$ cat config.mk
export PLATFORM = sky130hd
export DESIGN_NAME = key_seq
export DESIGN_NICKNAME = d
export VERILOG_FILES = /design/src/rtl/key_seq.sv
export SDC_FILE = /design/constraint.sdc
export NUM_CORES = 1
export LEC_CHECK = 0
export ABC_AREA = 0
export CAP_MARGIN = 10
export CELL_PAD_IN_SITES_DETAIL_PLACEMENT = 1
export CELL_PAD_IN_SITES_GLOBAL_PLACEMENT = 1
export CORE_MARGIN = 3
export CORE_UTILIZATION = 29
export CTS_BUF_LIST = sky130_fd_sc_hd__clkbuf_2
export DETAILED_ROUTE_END_ITERATION = 10
export GPL_TIMING_DRIVEN = 0
export PLACE_DENSITY_LB_ADDON = 0.05
export SLEW_MARGIN = 10
export SYNTH_ARGS = -nofsm -noshare
export SYNTH_HDL_FRONTEND = slang
export SYNTH_SLANG_ARGS = --single-unit
export TNS_END_PERCENT = 50
$ cat constraint.sdc
create_clock -name clk -period 2.3 [get_ports clk]
set_input_delay 0.46 -clock clk [delete_from_list [all_inputs] [get_ports clk]]
set_output_delay 0.46 -clock clk [all_outputs]
set_load 0.05 [all_outputs]
$ cat src/rtl/key_seq.sv
// Console key sequencer: turns key presses into examine/deposit memory cycles and start/stop control.
// Latency: key edge -> address load 1 cycle, data load 2 cycles, bus request from the 3rd cycle.
// Backpressure: holds membus_rq until membus_ack or TIMEOUT cycles; further keys wait for full release.
module key_seq #(
  parameter int unsigned TIMEOUT = 255
) (
  input  logic         clk,
  input  logic         reset,
  input  logic         key_start,
  input  logic         key_inst_stop,
  input  logic         key_ex,
  input  logic         key_ex_nxt,
  input  logic         key_dep,
  input  logic         key_dep_nxt,
  input  logic         sw_mem_disable,
  input  logic         sw_power,
  input  logic [0:35]  datasw,
  input  logic [18:35] mas,
  output logic         membus_rq,
  output logic         membus_wr,
  output logic [18:35] membus_addr,
  output logic [0:35]  membus_data_out,
  input  logic         membus_ack,
  input  logic [0:35]  membus_data_in,
  output logic [18:35] ma,
  output logic [0:35]  mb,
  output logic [18:35] pc,
  output logic         run,
  output logic         key_busy,
  output logic         nxm,
  output logic         power
);

  localparam int CW = (TIMEOUT > 1) ? $clog2(TIMEOUT) : 1;

  typedef enum logic [2:0] {IDLE, KT1, KT2, MEM, REL} state_t;

  typedef struct packed {
    logic dep;
    logic nxt;
  } key_cmd_t;

  state_t       state_q, state_d;
  key_cmd_t     cmd_q, cmd_d;
  logic [CW-1:0] cnt_q, cnt_d;
  logic [5:0]   key_arm_q;
  logic [5:0]   key_vec;
  logic [5:0]   key_rise;
  logic [18:35] ma_d;
  logic [0:35]  mb_d;
  logic [18:35] pc_d;
  logic         run_d;
  logic         nxm_d;

  assign key_vec  = {key_inst_stop, key_start, key_dep_nxt, key_dep, key_ex_nxt, key_ex};
  // A key arms only after being seen released, so keys held through reset stay inert.
  assign key_rise = key_vec & key_arm_q;

  always_ff @(posedge clk) begin
    if (reset) begin
      state_q   <= IDLE;
      cmd_q     <= '0;
      cnt_q     <= '0;
      key_arm_q <= '0;
      ma        <= '0;
      mb        <= '0;
      pc        <= '0;
      run       <= 1'b0;
      nxm       <= 1'b0;
    end else begin
      state_q   <= state_d;
      cmd_q     <= cmd_d;
      cnt_q     <= cnt_d;
      key_arm_q <= ~key_vec;
      ma        <= ma_d;
      mb        <= mb_d;
      pc        <= pc_d;
      run       <= run_d;
      nxm       <= nxm_d;
    end
  end

  always_comb begin
    state_d = state_q;
    cmd_d   = cmd_q;
    cnt_d   = cnt_q;
    ma_d    = ma;
    mb_d    = mb;
    pc_d    = pc;
    run_d   = run;
    nxm_d   = nxm;

    if (!sw_power) begin
      state_d = IDLE;
      run_d   = 1'b0;
      cnt_d   = '0;
    end else if (key_rise[5]) begin
      run_d   = 1'b0;
      cnt_d   = '0;
      state_d = REL;
    end else begin
      case (state_q)
        IDLE: begin
          if (key_rise[4]) begin
            pc_d    = mas;
            run_d   = 1'b1;
            state_d = REL;
          end else if (!run && (|key_rise[3:0])) begin
            nxm_d   = 1'b0;
            state_d = KT1;
            if (key_rise[3])      cmd_d = '{dep: 1'b1, nxt: 1'b1};
            else if (key_rise[2]) cmd_d = '{dep: 1'b1, nxt: 1'b0};
            else if (key_rise[1]) cmd_d = '{dep: 1'b0, nxt: 1'b1};
            else                  cmd_d = '{dep: 1'b0, nxt: 1'b0};
          end
        end
        KT1: begin
          ma_d    = cmd_q.nxt ? ma + 18'd1 : mas;
          state_d = KT2;
        end
        KT2: begin
          if (cmd_q.dep) mb_d = datasw;
          cnt_d   = '0;
          state_d = sw_mem_disable ? REL : MEM;
        end
        MEM: begin
          if (membus_ack) begin
            if (!cmd_q.dep) mb_d = membus_data_in;
            state_d = REL;
          end else if (cnt_q == CW'(TIMEOUT - 1)) begin
            nxm_d   = 1'b1;
            state_d = REL;
          end else begin
            cnt_d = cnt_q + 1'b1;
          end
        end
        REL: begin
          if (key_vec == 6'b0) state_d = IDLE;
        end
        default: state_d = IDLE;
      endcase
    end
  end

  assign membus_rq       = (state_q == MEM) && sw_power;
  assign membus_wr       = membus_rq && cmd_q.dep;
  assign membus_addr     = membus_rq ? ma : '0;
  assign membus_data_out = membus_rq ? mb : '0;
  assign key_busy        = (state_q != IDLE);
  assign power           = sw_power;

endmodule
### Yosys cells after proc, flatten, opt, wreduce, memory -nomap -nowiden

Index checks and enable logic that the tools add are counted.

| operators by class | value |
|---|---|
| multiplexer cells | 26 |
| reduce and logical (&&, ||, !) cells | 21 |
| bitwise logic cells | 5 |
| equality and inequality tests | 19 |
| add/subtract/negate cells | 2 |

Operators with widths:

| kind | count |
|---|---|
| $mux 36 | 4 |
| $pmux 36 s2 | 1 |
| $mux 18 | 2 |
| $mux 3 | 7 |
| $add 18x1->18 const B | 1 |
| $ne 2x2->1 const B | 9 |
| $mux 8 | 2 |
| $pmux 8 s2 | 1 |
| $pmux 3 s5 | 1 |
| $reduce_and 3->1 | 4 |
| $ne 3x3->1 const B | 3 |
| $add 8x1->8 const B | 1 |
| $eq 8x8->1 const B | 1 |
| $ne 4x4->1 const B | 2 |
| $reduce_and 7->1 | 1 |
| $and 6x6->6 | 1 |
| $eq 3x2->1 const B | 2 |
| $logic_not 6->1 | 1 |
| $not 6->6 | 1 |
| $reduce_and 6->1 | 1 |
| $mux 1 | 5 |
| $reduce_and 5->1 | 1 |
| $mux 2 | 2 |
| $reduce_and 4->1 | 1 |
| 13 further kinds | 18 |

| word-level totals | value |
|---|---|
| output and inout bits | 132 |
| bits of input ports | 101 |
| bits in registers | 93 |

### Logic depth before layout (Yosys ltp)

Gate-level depths: netlist of the first run.

| logic depth | value |
|---|---|
| depth after elaboration | 7 |
| gate-level depth with buffers | 8 |
| gate-level depth less buffers | 6 |

### Worst setup path before layout of the first run

No wires, ideal clock.

| path | value |
|---|---|
| kind | register to output |
| start | reg state_q[0] |
| end | out membus_addr[18] (netlist bit) |
| path buffers | 2 |
| stages on the path, launching flop included | 5 |
| slack | -0.256 ns |
| arrival | 2.096 ns |
| cells stage by stage | dfxtp_1 > clkbuf_1 > nand3b_1 > clkbuf_1 > nor3_1 |

| on the way | value |
|---|---|
| longest elaborated chain between the ends | 3 |

RTL lines:

| item | RTL line | RTL |
|---|---|---|
| start: declaration | 43 | `state_t state_q, state_d;` |
| start signal: assignment | 71 | `state_q <= state_d;` |
| $eq 3x2->1 | 145 | `assign membus_rq = (state_q == MEM) && sw_power;` |
| $logic_and 1x1->1 | 145 |  |
| $mux 18 | 147 | `assign membus_addr = membus_rq ? ma : '0;` |
| end: declaration | 21 | `output logic [18:35] membus_addr,` |

Every way passes these cells.

### Final worst setup path of the first run

| path | value |
|---|---|
| start | reg state_q[2] |
| end | out membus_addr[20] (netlist bit) |

The elaborated chain is that of the path after synthesis.

==> metrics.txt, run 1 <==
Worst EP required 1.84 ns; fmax 394 MHz; critical-path maximum fanout 7; ratio of cells with drive above 1 in the final layout 0.213; Total GRT Usage 0.241; Buf/Inv on CP 4; Post-synth EDFFs 0; drt via density 5.34; CTS tree done; mean area per synthesized cell between 7 and 8 µm²; met3 wire len 1.23 mm; synthesis-stage register bit count a little over 90; outcome complete, but fails checks; Synth warnings 0; Fin. Hold Viols 0; routed wl met2 11.8 mm; Least-Margin Pin Slew 0.713 ns; worst skew pair latency 0.61 ns; Routed Antenna Nets 0; area grow syn2layout 73.6%; via count 5965; total power just over 3 mW; die area 18300 µm²; H-Tree Depth 3; CTS Buf Count 9; clock transition at the registers of the reported paths 0.30 ns; Place WS -1.31 ns; P per Cell Area 362 nW/µm²; I/O Buffers 231; startpoint types flop; commonest non-fill, non-tap cells in the layout 125 x nand2_1, 100 x clkdlybuf4s50_1, 88 x dfxtp_1; Max Clock Skew slightly below 0.04 ns; Initial Utilization 0.300; CP delay by family, top buffers and inverters; first-pass iteration count of the detailed router 4; Final setup viols 54; drt total wl 22.9 mm; post-synthesis sequential area ratio 0.385; HP Class in -> reg; DR iter-0 viols approximately 340; gpl congestion slightly above 0.8; Synth Cell Area 4840 µm²; Synth async-reset ratio 0; Crit. End Element output pin; Die Y between 100 and 150 µm; slowest CP cell dfxtp_2; Setup CP Type reg -> out; clock sink count slightly above 90; largest net degree at the start of global routing 17; core area 16100 µm²; Max-slew headroom 0.522; Cells after Synth 634; main flop type after synthesis dfxtp_1; post-route clock period utilization 1.10; unrepaired setup endpoints after global routing true; CTS Hold Bufs 0; setup ws final -0.238 ns; Die W 135 µm; Final TNS setup -10.44 ns; grt total ovfl 0; failing checks negative setup slack; Max Root-Sink Buffers 2; # rows between 40 and 50; wire length per cell 20.5 µm; max incr delay on CP 0.40 ns; Final HPWL DP 16.7 mm; Leak 3.34 nW; Metal-1 WL a little over 9 mm; Yosys cell types 61; global-route wire length before repair 34.7 mm; DRC viols 0; Slew Viols, Final 0; critical path cell sequence buf_8, and3b_4, buf_12, clkbuf_8, and3_4, buf_8; WP data arrival approximately 2.1 ns; placed inst area 7420 µm²; nets 1000; vias in the first global route between 6000 and 7000; peak supply drop approximately 0.26 mV; Post-Layout Inst Area approximately 8400 µm²; most used cell along the critical path buf_8; Top Metal Used met4; Max Cap Viol 0; Syn Nets 738; commonest non-fill, non-tap cell in the layout nand2_1; CTS Root Cell clkbuf_2; Post-Route Utilization 0.521; Final min period 2.54 ns; I/O pins ~230; initial antenna violation count 1
## timing repair
action,4_1_cts,5_1_grt
setup buffers,14,2
endpoints found under the setup margin,179,116
gates resized for setup,624,39
gates cloned,6,0
pin swaps,2,1
## flip-flops by register name, indices dropped and copies added (netlist names)
register / count
key_arm_q: 6
pc: 18
mb: 36
state_q: 3
run: 1
ma: 18
nxm: 1
cmd_q: 2
cnt_q: 8
## worst register-to-register path, stage by stage (launching register included)
cell and delay [ns]:
dfxtp_1 0.40, clkbuf_2 0.21, and4_1 0.20, clkbuf_1 0.28, nand4_1 0.36, or4_1 0.58
a31oi_1 0.18
## kinds of logic after synthesis
group / after synthesis / share of synthesized area
xor gates and xnor gates: 3 / 0.00543
and+or+nand+nor: 324 / 0.332
adders and majority gates: 3 / 0.00776
buffers and inverters: 69 / 0.0567
muxes: 5 / 0.0103
AOI/OAI and AO/OA: 137 / 0.202
DFF: 93 / 0.385
## worst paths after layout
| kind | startpoint | end | slack [ns] | cells after the start |
|---|---|---|---|---|
| worst max-delay path | state_q[2]$_SDFFE_PP0P_ | membus_addr[20] | -0.24 | 6 |
| worst min-delay path | membus_data_in[23] | mb[23]$_SDFFE_PP0P_ | 0.38 | 3 |
| worst max register to register | ma[30]$_SDFFE_PP0P_ | ma[18]$_SDFFE_PP0P_ | 0.02 | 6 |
| worst min register to register | pc[30]$_SDFFE_PP0P_ | pc[30]$_SDFFE_PP0P_ | 0.47 | 2 |
## power by group
part | switching [mW] | internal [mW]
Clock | 0.641 | 0.258
Sequential | 0.0201 | 1.64
Combinational | 0.248 | 0.231
Total | 0.909 | 2.13
## metal layers
metal,track usage,up-vias
met3,0.0468,34
met4,0.0857,0
li1,-,2809
met1,0.288,2935
met2,0.432,187
met5,0,-
## layout make-up
cell class	instances	area, µm²
Fill cell	1898	7720
Tap cell	216	270
Clock inverter	7	73.8
Multi-Input combinational cell	473	3020
Sequential cell	93	1870
Antenna cell	1	2.50
Inverter	10	37.5
Clock buffer	9	45.0
Buffer	57	363
Timing Repair Buffer	252	2710
## cell usage after synthesis, types with 4 or more instances
master	instances	area (µm²)
nand4_1	10	62.6
a21oi_1	37	185
a31oi_1	5	31.3
and4_1	6	52.6
o21ai_0	13	65.1
inv_1	10	37.5
a22oi_1	8	60.1
a211oi_1	4	30.0
nand3_1	12	60.1
or3_1	5	31.3
a311oi_1	36	315
nand2_1	125	469
nand2b_1	7	43.8
nor3_1	9	45.0
mux2i_1	5	50.1
and3_1	55	344
clkbuf_1	53	199
and2_1	7	43.8
dfxtp_1	93	1860
nor2_1	57	214
nor2b_1	4	25.0
or4_1	6	45.0
## metrics by stage
stage / std cells / hold slack, ns
floorplan: 634 / 0.467
global placement: 1081 / 0.444
detailed placement: 1081 / 0.448
CTS: 1115 / 0.305
global route: 1118 / 0.336
finish: 1118 / 0.376
Power figures use the tool's default switching activity.
==> run 2, diff against run 1 <==
--- a/config.mk
+++ b/config.mk
@@ -9,7 +9,6 @@
 export CAP_MARGIN = 10
 export CELL_PAD_IN_SITES_DETAIL_PLACEMENT = 1
 export CELL_PAD_IN_SITES_GLOBAL_PLACEMENT = 1
-export CORE_MARGIN = 3
 export CORE_UTILIZATION = 29
 export CTS_BUF_LIST = sky130_fd_sc_hd__clkbuf_2
 export DETAILED_ROUTE_END_ITERATION = 10
==> run 2 against run 1 <==
Compared with the run above:
- the run still ends with negative setup slack left
- sequential share of layout area grew 0.083 points
- cell area shrank 0.37%
- sequential power is essentially flat
- utilization is essentially flat
- register-to-register slack lost 0.02 ns
- count of clock-buffer cells in the layout grew 2
- die area shrank 5.8%
- setup slack gained 0.011 ns
- critical path depth shrank 1
- cell count grew 0.27%
- first-iteration DRC count shrank 25%
- power shrank 1.9%
- critical endpoint is now membus_data_out[8]
- largest power group unchanged
==> metrics.txt, run 2 (synthesis results as in run 1) <==
Worst setup startpoint state_q[2]$_SDFFE_PP0P_; Worst EP required 1.84 ns (about the same); first-pass iteration count of the detailed router 4 (unchanged); Max-slew headroom 0.565 (+0.0430); Crit. End Element output pin; commonest non-fill, non-tap cell in the layout nand2_1; total power 2.98 mW (-1.9%); nets 1004 (+0.40%); failing checks negative setup slack; drt total wl 22.4 mm (-2.0%); Place WS -1.31 ns (-0.00335 ns); Final setup viols 57 (+5.6%); WP data arrival 2.07 ns (about the same); ratio of cells with drive above 1 in the final layout 0.207 (-0.00624); I/O Buffers 231 (unchanged); Fin. Hold Viols 0 (unchanged); Max Root-Sink Buffers 2 (unchanged); CTS Buf Count 9 (unchanged); Largest regs mb x36, ma x18, pc x18; Final HPWL DP 16.0 mm (-4.0%); clock transition at the registers of the reported paths 0.27 ns (-0.03 ns); Max Clock Skew 0.0263 ns (-0.0127 ns); post-route clock period utilization 1.10 (-0.00499); Initial Utilization 0.301 (+0.00108); area grow syn2layout 72.9%; max reg flops 36 (unchanged); startpoint types flop; global-route wire length before repair 34.6 mm (-0.38%); Least-Margin Pin Slew 0.652 ns (-0.0606 ns); Leak 3.42 nW (+2.2%); Die W 131 µm (-3.0%); worst setup path end membus_data_out[8]; I/O pins 233 (unchanged); drt via density 5.32 (-0.23%); die area 17200 µm² (-5.8%); most flop-heavy register mb; Hold Crit Start membus_data_in[5]; Total GRT Usage 0.257 (+0.0158); clock sink count 93 (unchanged); Die Y 131 µm (-3.0%); critical-path maximum fanout 6 (-1); CTS Root Cell clkbuf_2; largest net degree at the start of global routing 15 (-2); core area 16100 µm² (-0.36%); P per Cell Area 356 nW/µm² (-1.5%); commonest non-fill, non-tap cells in the layout 125 x nand2_1, 100 x clkdlybuf4s50_1, 88 x dfxtp_1; Setup CP Type reg -> out; R2R setup slack 0 ns (-0.02 ns); gpl congestion 0.853 (+4.0%); DRC viols 0 (unchanged); outcome complete, but fails checks; fmax 396 MHz (+0.45%); worst reg2reg path startpoint state_q[2]$_SDFFE_PP0P_; Final min period 2.53 ns (-0.0115 ns); initial antenna violation count 1 (unchanged); # rows 46 (unchanged); vias in the first global route 6240 (-0.49%); Max Cap Viol 0 (unchanged); worst skew pair latency 0.62 ns (about the same); Routed Antenna Nets 0 (unchanged); grt total ovfl 0 (unchanged); Slew Viols, Final 0 (unchanged); HP Class in -> reg; cells on worst reg2reg path 9 (+3); R2R Path End pc[23]$_SDFFE_PP0P_; peak supply drop 0.213 mV (-19%); DR iter-0 viols 256 (-25%); H-Tree Depth 3 (unchanged); via count 5967 (+0.034%); unrepaired setup endpoints after global routing true; setup ws final -0.226 ns (+0.0115 ns); wire length per cell 20.0 µm (-2.2%); CTS tree done; Post-Route Utilization 0.521 (about the same)
## run 2: cell count changes in the layout (fill, tap and decap cells not counted), sizes merged, moves of 2 or more
| cell | previous run | this run |
|---|---|---|
| inv | 12 | 10 |
| clkbuf | 65 | 62 |
| buf | 84 | 90 |
| clkinv | 3 | 1 |
| dlymetal6s2s | 0 | 3 |
## run 2: worst min-delay path by stage
stage | end | slack [ns] | cells past startpoint
after floorplan | cnt_q[4]$_SDFFE_PP0P_ | 0.47 | 2
after global placement | pc[27]$_SDFFE_PP0P_ | 0.45 | 2
after detailed placement | pc[31]$_SDFFE_PP0P_ | 0.45 | 2
after CTS | mb[0]$_SDFFE_PP0P_ | 0.34 | 3
after global routing | mb[29]$_SDFFE_PP0P_ | 0.35 | 3
final | mb[5]$_SDFFE_PP0P_ | 0.38 | 3
## run 2: where the power goes
part	switching [mW]	internal, mW
logic	0.244	0.230
registers	0.0210	1.64
clock network	0.596	0.251
## run 2: cell type report
class                           count  area, µm²
Antenna cell                        1       2.50
Buffer                             56        352
Clock buffer                       11       55.1
Clock inverter                      4       50.0
Fill cell                        1896       7690
Inverter                           10       37.5
Multi-Input combinational cell    474       3000
Sequential cell                    93       1870
Tap cell                          216        270
Timing Repair Buffer              256       2730
## run 2: critical path: stages, from the launching register on
cell	delay, ns
dfxtp_2	0.39
buf_8	0.12
and3b_4	0.41
clkbuf_16	0.19
and3_4	0.19
buf_8	0.14
## run 2: through the flow
step,instance area (µm²),hold WS (ns),std cells,TNS (ns)
2_1_floorplan,4840,0.467,634,-0.744
3_3_place_gp,7420,0.445,1081,-74.68
3_5_place_dp,7420,0.451,1081,-79.81
4_1_cts,8220,0.342,1113,-12.10
5_1_grt,8360,0.352,1121,-14.06
6_report,8360,0.380,1121,-7.90
## run 2: timing repair
action                     CTS  global route
setup endpoints to repair  177            93
hold endpoints to repair     0             0
resized for setup          609            38
hold buffers                 0             0
buffers inserted            13             8
gates cloned                 6             0
pin swaps                    2             1
## run 2: per-layer routing
metal	up-vias	wire length, µm	share of wire	global-route usage
li1	2818	-	-	-
met1	2928	9180	0.41	0.305
met2	184	11300	0.50	0.447
met3	37	1230	0.055	0.0463
met4	0	706	0.031	0.121
met5	-	0	0	0
